## src/rtl/fb_rect_writer_pkg.sv

```systemverilog
// Shared game constants: visible resolution, VGA timing, command opcodes and the clip helper.
package fb_rect_writer_pkg;

  localparam int H_RES   = 640;
  localparam int V_RES   = 480;
  localparam int H_FRONT = 16;
  localparam int H_SYNC  = 96;
  localparam int H_BACK  = 48;
  localparam int V_FRONT = 10;
  localparam int V_SYNC  = 2;
  localparam int V_BACK  = 33;

  localparam logic [1:0] OP_NOP   = 2'd0;
  localparam logic [1:0] OP_CLEAR = 2'd1;
  localparam logic [1:0] OP_RECT  = 2'd2;

  // Exclusive end coordinate of a span, clamped to the screen edge; 11-bit sum cannot wrap.
  function automatic logic [10:0] clip_end(input logic [9:0] start, input logic [9:0] len,
                                           input logic [10:0] lim);
    logic [10:0] sum;
    sum = {1'b0, start} + {1'b0, len};
    return (sum > lim) ? lim : sum;
  endfunction

endpackage

```

## src/rtl/fb_rect_writer.sv

```systemverilog
// Clipped rectangle / clear filler streaming one frame-buffer write per clock, row-major.
// First write two cycles after accept, done the cycle after the last write; cmd_ready low while busy (no queueing).
module fb_rect_writer #(
  parameter int H_RES  = fb_rect_writer_pkg::H_RES,
  parameter int V_RES  = fb_rect_writer_pkg::V_RES,
  parameter int ADDR_W = 19,
  parameter int DATA_W = 16
) (
  input  logic              clk,
  input  logic              rstn,
  input  logic              cmd_valid,
  output logic              cmd_ready,
  input  logic [1:0]        cmd_op,
  input  logic [9:0]        cmd_x,
  input  logic [9:0]        cmd_y,
  input  logic [9:0]        cmd_w,
  input  logic [9:0]        cmd_h,
  input  logic [11:0]       cmd_color,
  output logic              busy,
  output logic              done,
  output logic [ADDR_W-1:0] w_addr,
  output logic [DATA_W-1:0] w_data,
  output logic              we
);
  import fb_rect_writer_pkg::*;

  typedef enum logic [1:0] {S_IDLE, S_SETUP, S_RUN, S_FINISH} state_t;

  state_t            state;
  logic [1:0]        op_q;
  logic [9:0]        x_q, y_q, w_q, h_q;
  logic [11:0]       color_q;
  logic [9:0]        x0_q, x_last_q, y_last_q;
  logic [9:0]        cx, cy;
  logic [ADDR_W-1:0] row_base;

  logic [9:0]        x0_c, y0_c;
  logic [10:0]       x1_c, y1_c;
  logic              empty_c;
  logic [ADDR_W-1:0] base0_c;

  always_comb begin
    x0_c    = '0;
    y0_c    = '0;
    x1_c    = 11'(H_RES);
    y1_c    = 11'(V_RES);
    empty_c = 1'b0;
    case (op_q)
      OP_CLEAR: empty_c = 1'b0;
      OP_RECT: begin
        x0_c    = x_q;
        y0_c    = y_q;
        x1_c    = clip_end(x_q, w_q, 11'(H_RES));
        y1_c    = clip_end(y_q, h_q, 11'(V_RES));
        empty_c = ({1'b0, x_q} >= 11'(H_RES)) || ({1'b0, y_q} >= 11'(V_RES)) ||
                  (w_q == 10'd0) || (h_q == 10'd0);
      end
      default: empty_c = 1'b1;
    endcase
    // y*640 as two shifts; only used once per command
    base0_c = (ADDR_W'(y0_c) << 9) + (ADDR_W'(y0_c) << 7);
  end

  logic              row_end, last_px;
  logic [9:0]        nx_cx, nx_cy;
  logic [ADDR_W-1:0] nx_base;

  assign row_end = (cx == x_last_q);
  assign last_px = row_end && (cy == y_last_q);

  always_comb begin
    nx_cx   = cx + 10'd1;
    nx_cy   = cy;
    nx_base = row_base;
    if (row_end) begin
      nx_cx   = x0_q;
      nx_cy   = cy + 10'd1;
      nx_base = row_base + ADDR_W'(H_RES);
    end
  end

  always_ff @(posedge clk) begin
    if (!rstn) begin
      state     <= S_IDLE;
      cmd_ready <= 1'b1;
      busy      <= 1'b0;
      done      <= 1'b0;
      we        <= 1'b0;
      w_addr    <= '0;
      w_data    <= '0;
      op_q      <= OP_NOP;
      x_q       <= '0;
      y_q       <= '0;
      w_q       <= '0;
      h_q       <= '0;
      color_q   <= '0;
      x0_q      <= '0;
      x_last_q  <= '0;
      y_last_q  <= '0;
      cx        <= '0;
      cy        <= '0;
      row_base  <= '0;
    end else begin
      case (state)
        S_IDLE: begin
          done <= 1'b0;
          if (cmd_valid && cmd_ready) begin
            op_q      <= cmd_op;
            x_q       <= cmd_x;
            y_q       <= cmd_y;
            w_q       <= cmd_w;
            h_q       <= cmd_h;
            color_q   <= cmd_color;
            cmd_ready <= 1'b0;
            busy      <= 1'b1;
            state     <= S_SETUP;
          end
        end
        S_SETUP: begin
          x0_q     <= x0_c;
          x_last_q <= 10'(x1_c - 11'd1);
          y_last_q <= 10'(y1_c - 11'd1);
          if (empty_c) begin
            done  <= 1'b1;
            state <= S_FINISH;
          end else begin
            cx       <= x0_c;
            cy       <= y0_c;
            row_base <= base0_c;
            we       <= 1'b1;
            w_addr   <= base0_c + ADDR_W'(x0_c);
            w_data   <= DATA_W'(color_q);
            state    <= S_RUN;
          end
        end
        S_RUN: begin
          if (last_px) begin
            we    <= 1'b0;
            done  <= 1'b1;
            state <= S_FINISH;
          end else begin
            cx       <= nx_cx;
            cy       <= nx_cy;
            row_base <= nx_base;
            w_addr   <= nx_base + ADDR_W'(nx_cx);
          end
        end
        default: begin
          done      <= 1'b0;
          busy      <= 1'b0;
          cmd_ready <= 1'b1;
          state     <= S_IDLE;
        end
      endcase
    end
  end

endmodule
```

## config.mk

```make
export PLATFORM = sky130hd
export DESIGN_NAME = fb_rect_writer
export DESIGN_NICKNAME = d
export VERILOG_FILES = /design/src/rtl/fb_rect_writer_pkg.sv /design/src/rtl/fb_rect_writer.sv
export SDC_FILE = /design/constraint.sdc
export NUM_CORES = 1
export LEC_CHECK = 0
export CAP_MARGIN = 20
export CORE_MARGIN = 5
export CORE_UTILIZATION = 52
export DETAILED_ROUTE_END_ITERATION = 10
export HOLD_SLACK_MARGIN = 0.1
export PLACE_DENSITY = 0.86
export SLEW_MARGIN = 20
export SYNTH_ARGS = -nofsm -noshare
export SYNTH_HDL_FRONTEND = slang
export SYNTH_SLANG_ARGS = --single-unit
```

## constraint.sdc

```tcl
create_clock -name clk -period 3.5 [get_ports clk]
set_input_delay 0.525 -clock clk [delete_from_list [all_inputs] [get_ports clk]]
set_output_delay 0.525 -clock clk [all_outputs]
set_load 0.05 [all_outputs]
```

-- Yosys cells after proc, flatten, opt, wreduce, memory -nomap -nowiden
Index checks and enable logic that the tools add are counted.
- add/subtract/negate cells: 10
- magnitude comparators: 4
- equal/unequal tests: 12
- muxes and demuxes: 36
- bitwise operators: 2
- reductions and logical operators: 18
- operators with widths (cell ; number):
    two-way mux 10 bit ; 12
    two-way mux 19 bit ; 5
    one-hot mux 19 bit (2 select lines) ; 2
    one-hot mux 10 bit (2 select lines) ; 2
    adder 19 x 10 -> 19 bit ; 2
    adder 10 x 10 -> 11 bit ; 2
    adder 10 x 1 -> 10 bit (second input constant) ; 2
    == test 10 bit ; 2
    zero test 10 bit ; 2
    subtractor 10 x 1 -> 10 bit (second input constant) ; 2
    adder 19 x 10 -> 19 bit (second input constant) ; 1
    adder 19 x 17 -> 19 bit ; 1
    inequality test 2 bit (second input constant) ; 6
    greater-than comparator 11 x 10 -> 1 bit (second input constant) ; 1
    greater-than comparator 11 x 9 -> 1 bit (second input constant) ; 1
    >= comparator 10 bit (second input constant) ; 1
    >= comparator 10 x 9 -> 1 bit (second input constant) ; 1
    one-hot mux 1 bit (2 select lines) ; 5
    AND reduction 2 bit ; 5
    two-way mux 1 bit ; 7
    one-hot mux 2 bit (3 select lines) ; 1
    AND reduction 3 bit ; 2
    == test 2 x 1 -> 1 bit (second input constant) ; 2
    == test 2 bit (second input constant) ; 2
    8 further kinds ; 13
- register bits: 160
- bits of input ports: 57
- output and inout bits: 39

-- Depth between registers and ports, before layout
- word-level depth: 7
- depth in mapped cells: 18

-- Worst setup path after synthesis
OpenSTA, ideal clock, no wires.
- kind: register -> register
- start: register y_q[0]
- end: register y_last_q[4]
- library setup time: 122 ps
- arrival: 3483 ps
- data required time: 3378 ps
- slack: -105 ps
- stages on the path, launching flop included: 17
- path buffers: 0
- clock period less this slack: 3605 ps
- cell sequence: dfxtp_1 > ha_1 > inv_1 > fa_1 > nor2b_1 > o31a_1 > o31a_1 > o41ai_1 > o311ai_1 > a31oi_4 > nand2_1 > ha_1 > inv_1 > nor2_1 > and3_1 > a311o_1 > a311o_1
- cells in the longest elaborated chain, start to end: 5
- ends and longest elaborated chain (element ; line ; source):
    from (decl) ; fb_rect_writer.sv:31 ; logic [9:0] x_q, y_q, w_q, h_q;
    from (signal assigned) ; fb_rect_writer.sv:110 ; y_q <= cmd_y;
    adder 10 x 10 -> 11 bit (*) ; fb_rect_writer_pkg.sv:21 ; sum = {1'b0, start} + {1'b0, len};
    greater-than comparator 11 x 9 -> 1 bit ; fb_rect_writer_pkg.sv:22 ; return (sum > lim) ? lim : sum;
    two-way mux 10 bit (*) ; fb_rect_writer_pkg.sv:22 ;
    two-way mux 10 bit (*) ; fb_rect_writer.sv:48 ; case (op_q)
    subtractor 10 x 1 -> 10 bit (*) ; fb_rect_writer.sv:122 ; y_last_q <= 10'(y1_c - 11'd1);
    to (signal assigned) ; fb_rect_writer.sv:122 ;
    to (decl) ; fb_rect_writer.sv:33 ; logic [9:0] x0_q, x_last_q, y_last_q;
Every way passes the cells marked *; elsewhere a longest branch is shown, timed or not.
A chain may end at the register's enable or synchronous reset.

-- Final worst setup path
Ends and elaborated chain as after synthesis.

==> results.toml <==
[min_path]
hold_class = "flip-flop to flip-flop"
min_to = "color_q[1]"
min_from = "color_q[1]"
hold_depth = 2

[setup_path]
critPathRequiredTime_ns = 3.81
max_stage_delay_ns = 0.36
crit_fanout = 4
rrSetupSlack_ns = 0.09
critPathKind = "flip-flop to flip-flop"
end_kind = "flip-flop"
cp_top_family = "compound AO/OA/AOI/OAI gates"
cp_data_arrival_time_ns = 3.72
path_buf_inv = 2
critical_path.cell_chain = "ha_4, inv_2, fa_2, nor2b_2, o31a_1, o31a_1, o41ai_2, o311ai_2, a31oi_4, nand2b_1, ha_2, inv_2, nor2_1, and3_1, a311o_1, a311o_1"
cpMaxStageDelayCell = "dfxtp_4"
reg2reg_depth = 16
crit_path_start = "y_q[0]"
cp-start-kind = "flip-flop"
crit-reg2reg-capture = "y_last_q[4]"
r2r_start = "y_q[0]"

[synthesis]
synthXorXnorAreaFrac_pct = 7.764
ys_seq_elements = 152
yosys.cell_count.top_type = "nand2_1"
synth.avg_cell_area_um2 = 7.818
synth.area.top_cells = "dfxtp_1 (32%), nand2_1 (7.9%), a21oi_1 (7.3%)"
synthTopCellsByCount = "nand2_1 (199), dfxtp_1 (152), a21oi_1 (137)"
yosys_warnings = 0
async_flop_share_pct = 0
synth-simple-area-share_pct = 23.11
synth_top_family_by_area = "simple AND/OR/NAND/NOR gates"
synth_edf_count = 0
yosys-mux-area-fraction_pct = 3.074
yosysTopAreaCell = "dfxtp_1"
yosys.area.top_type_share_pct = 32.22
syn_inst = 1208
synthFlopType = "dfxtp_1"
syn-cell-area_um2 = 9444
synth_cell_types = 80
synth-compound-area-share_pct = 22.36
synth-adder-area-share_pct = 6.677
synth.yosys.seq_area_share_pct = 32.22

[sta]
period_minus_slack_ns = 3.409
min_period_over_period_pct = 97.40
relSlewSlack_pct = 40.13
setup_viol = 0
drv_slew = 0
fin_skew_ns = 0.007550
rsz0062_at_grt = "yes"
hold_viol_final = 0
clock.fmax_mhz = 293.3
worst_slew_pin_slew_ns = 0.8981

[layout]
nFillCells = 1485
final_util_pct = 64.02
fin_nets = 1402
fin_cells = 1539
area_delta_synth_final_pct = 21.36
drive_gt1_share_pct = 11.68
diodes = 0
final_cell_area_um2 = 11460

[grt]
overflow = 0
gr-usage-all-layers_pct = 23.88
grt_max_degree = 63
grt_first_pass_wirelength_um = 40910
grt_pass1_vias = 8486
grt_antenna_before_repair = 0

[cts]
clk_pin_slew_ns = 0.06
clock_latency_ns = 0.43
clockBufferDepth = 2
cts_tree = "done"
htreeDepth = 4
root_buffer = "clkbuf_16"
clock-sinks = 152
postCtsHoldBufs = 0
cts_inserted_buffers = 17

[status]
outcome = "complete, no violations"

[routing]
drt_first_pass_iters = 5
antenna_left = 0
viasPerCell = 5.904
drt_iter0_drc = 903
vias = 9087
wl_per_cell_um = 16.60
routed_wl_um = 25550
drc = 0

[job]
cap_violations = 0

[floorplanning]
row_count = 49
die_height_um = 144.8
io_pins = 96
dieWidth_um = 144.8
core_um2 = 17900
die_area_um2 = 20960
start_util_pct = 52.75

[placement]
placed_cell_area_um2 = 10690
numPortBuffers = 91
gp_congestion = 0.8987
placed_cells = 1501
dp_hpwl_um = 17920

[pwr]
ir_drop_mv = 0.4932
powerDensity_nw_per_um2 = 804.8
power_leakage_uw = 0.004568
==> metrics by stage <==
step	hold WS, ns	power [uW]	setup WS, ns	setup TNS (ns)
after floorplan	0.4357	5882	0.02638	0
after global placement	0.4416	6952	0.1408	0
after detailed placement	0.4479	7056	0.02108	0
after CTS	0.4572	9081	0.001268	0
after global routing	0.4745	9808	-0.05702	-0.1213
final	0.4558	9224	0.09103	0
==> cells in the final DEF, fill, tap and decap left out, drive strengths merged, types with 17 or more instances in the layout <==
cell,count
dfxtp,152
a31oi,21
clkbuf,17
o21ai,46
nor2,100
inv,31
nand2,199
xor2,32
a211oi,17
nand3,34
buf,53
clkdlybuf4s50,91
and2,17
mux2i,21
nor3,35
ha,44
xnor2,50
a21oi,138
==> flip-flops by register name (all words and copies together), names as in the netlist, 2 cells and up <==
signal	count
w_addr	19
color_q	12
row_base	12
w_data	12
cy	10
h_q	10
w_q	10
x0_q	10
x_last_q	10
x_q	10
y_last_q	10
y_q	10
cx	9
op_q	2
state	2
==> layout make-up <==
cell class	instances	area [um^2]	share of cell area, %
Clock inverter	15	205.2	1.790
Inverter	25	95.09	0.8297
Clock buffer	17	425.4	3.712
Tap cell	229	286.5	2.500
Multi-Input combinational cell	957	6070	52.96
Sequential cell	152	3054	26.65
Timing Repair Buffer	144	1325	11.56
==> logic make-up (layout without fill, tap and decap cells) <==
logic type,count (synthesis),after routing
AOI/OAI and AO/OA,322,322
xor gates and xnor gates,82,82
adders and majority gates,48,48
buffers and inverters,103,201
DFF,152,152
muxes,27,27
other,1,5
and+or+nand+nor,473,473
==> repair_timing <==
item                                   4_1_cts  5_1_grt
endpoints found under the hold margin        0        0
setup endpoints to repair                    0        9
buffers inserted                             0        6
resized for setup                            0       29
==> worst reg2reg max path, delay by kind of cell (launching register included) <==
family	cells	cell delay (ns)
AO/OA/AOI/OAI	7	1.86
adder cells (fa/ha/maj)	3	0.58
buffers and inverters	2	0.12
flip-flops	1	0.36
AND/OR/NAND/NOR	4	0.36
==> worst max-delay path by stage <==
stage / end / slack [ns] / cells past startpoint
2_1_floorplan: x_last_q[8] / 0.03 / 15
3_3_place_gp: y_last_q[4] / 0.14 / 16
3_5_place_dp: y_last_q[4] / 0.02 / 16
4_1_cts: y_last_q[4] / 0.001 / 16
5_1_grt: w_addr[11] / -0.06 / 15
6_report: y_last_q[4] / 0.09 / 16
==> layer usage <==
layer  vias up  track usage [%]  share of wire, %
li1       4448                -                 -
met1      4225            31.35                43
met2       360            39.49                48
met3        54            4.864               7.3
met4         0            7.658               2.1
met5         -                0                 0
==> power breakdown <==
| part | internal, uW | leakage (uW) | switching [uW] | total [uW] |
|---|---|---|---|---|
| registers | 2180 | 0.00124 | 428 | 2610 |
| logic | 1790 | 0.00302 | 2860 | 4650 |
| clock network | 1150 | 0.000308 | 807 | 1960 |
Note: power is estimated with default switching activity, not from simulation.
==> patch, RTL diff (same settings) <==
Change the parameter `ADDR_W` from 19 to 38.
--- a/src/rtl/fb_rect_writer.sv
+++ b/src/rtl/fb_rect_writer.sv
@@ -4,5 +4,5 @@
   parameter int H_RES  = fb_rect_writer_pkg::H_RES,
   parameter int V_RES  = fb_rect_writer_pkg::V_RES,
-  parameter int ADDR_W = 19,
+  parameter int ADDR_W = 38,
   parameter int DATA_W = 16
 ) (
Interface: changed (resized w_addr); port bits go from 96 to 115. The function was not compared with the original's and may differ.
==> patch against the original RTL <==
Routed wire length increased by 35%; core utilization is 0.33 points higher; non-clock buffer count increased by 46; highest routed layer unchanged; first-iteration DRC count rose by 27%; worst setup slack better by 0.026 ns; design area increased by 23%; synthesized area is 24% higher; sequential cell count is 38 higher; critical endpoint is now w_addr[31]; combinational power rose by 14%; power increased by 11%; largest cell class unchanged.
==> patch: results (changes against the original RTL) <==
Placement
  – Placed Area: 0.01336 mm2 (+25%)
  – Gpl congestion: 0.9797 (+9.0%)
  – Post-DP HPWL: 24.45 mm (+36%)
  – Port bufs: 110 (+21%)
  – Placed cell count: 1902 (+27%)

GRT
  – Gr usage total: 0.2518 (+0.01296)
  – Vias in the first global route: 10.93k (+29%)
  – First-pass GRT wire length: 54.31 mm (+33%)
  – Met2 global-route usage: 0.4048 (+0.009914)
  – Grt met3 use: 0.05129 (+0.002652)
  – Largest net degree at the start of global routing: 79 (+25%)
  – M1 GR Usage: 0.3353 (+0.02177)

Power
  – Pwr per Cell Area: 721.9 mW/mm2 (-10%)
  – VDD IR max: 0.0004967 V (+0.70%)
  – Leakage: 5.341 nW (+17%)
  – Share of power burned in registers: 0.299 (+0.016)
  – Clock power share: 0.184 (-0.028)

Final layout
  – # diodes: 0 (unchanged)
  – Layout Nets: 1751 (+25%)
  – Share of cells above drive strength 1: 0.1092 (-0.007560)

Yosys
  – Top post-synthesis cells by area: dfxtp_1 (33%), nand2_1 (7.7%), a21oi_1 (6.7%)
  – Post-synth cell types: 79 (-1.3%)
  – Sequential-to-total area share from yosys stat: 0.3251 (+0.002929)

Run status
  – Outcome: finished, final reports clean

STA
  – Period utilisation layout: 0.9665 (-0.007481)
  – Rel. slew slack: 0.3131 (-0.08816)
  – Clk_skew: 0.01211 ns (+0.004560 ns)
  – Hold slack: 0.4451 ns (-0.01069 ns)

Min path
  – Hold Crit Start: w_addr[37]
  – Hold EP: w_addr[37]
  – Hold Crit Class: reg2reg

Setup path
  – Critical Path End: w_addr[31]
  – Reg2Reg Setup Slack: 0.12 ns (+0.03 ns)
  – Top delay family on crit path: simple AND/OR/NAND/NOR gates
  – CP peak stage delay: 0.42 ns (+0.06 ns)
  – Max FO, Critical Path: 5 (+1)
  – Slowest-stage cell, CP: nor4_4
  – Worst R2R Path Depth: 15 (-1)
  – Arr. time, crit path: 3.73 ns (about the same)

Routing
  – Met2 wire length: 15.70 mm (+29%)
  – Metal-1 WL: 14.58 mm (+33%)
  – Met3 wire len: 2.904 mm (+56%)
  – Avg Vias per Cell: 6.112 (+3.5%)
  – 1st-iter DRT viols: 1143 (+27%)
  – First-pass iteration count of the detailed router: 7 (+2)

Clock tree
  – Clock Latency Late Sink: 0.45 ns (+0.02 ns)
  – Reg clk slew, reported paths: about 0.07 ns
  – CTS resizes: 3 (+3)
  – Post-CTS Setup Bufs: 1 (+1)
==> patch: cell types whose count changed in the layout (fill, tap and decap cells not counted), sizes merged, moves of 8 or more <==
cell and change:
nand3 +33, nor2 +39, clkdlybuf4s50 +19, xnor2 +29, nor2b -8, a21oi +19, nand4 +18, a211oi +11
o21ai +34, inv +8, buf +27, dfxtp +38, nand2 +41
==> patch: logic make-up after synthesis <==
| logic type | count (synthesis) | synth area share |
|---|---|---|
| AND/OR/NAND/NOR | 623 | 0.2522 |
| AO/OA/AOI/OAI | 396 | 0.2105 |
| flip-flops | 190 | 0.3251 |
| buffers and inverters | 141 | 0.04930 |
| XOR/XNOR | 117 | 0.08984 |
| adder cells (fa/ha/maj) | 48 | 0.05390 |
| multiplexers | 22 | 0.01882 |
| other | 1 | 0.0003205 |
==> patch: final cells by class <==
type,count,area (um2)
tap,280,350.3
multi-input combinational,1211,7564
inverter,36,137.6
fill,1772,7829
clock buffer,19,432.9
timing repair buffer,190,1727
sequential,190,3806
clock inverter,11,112.6
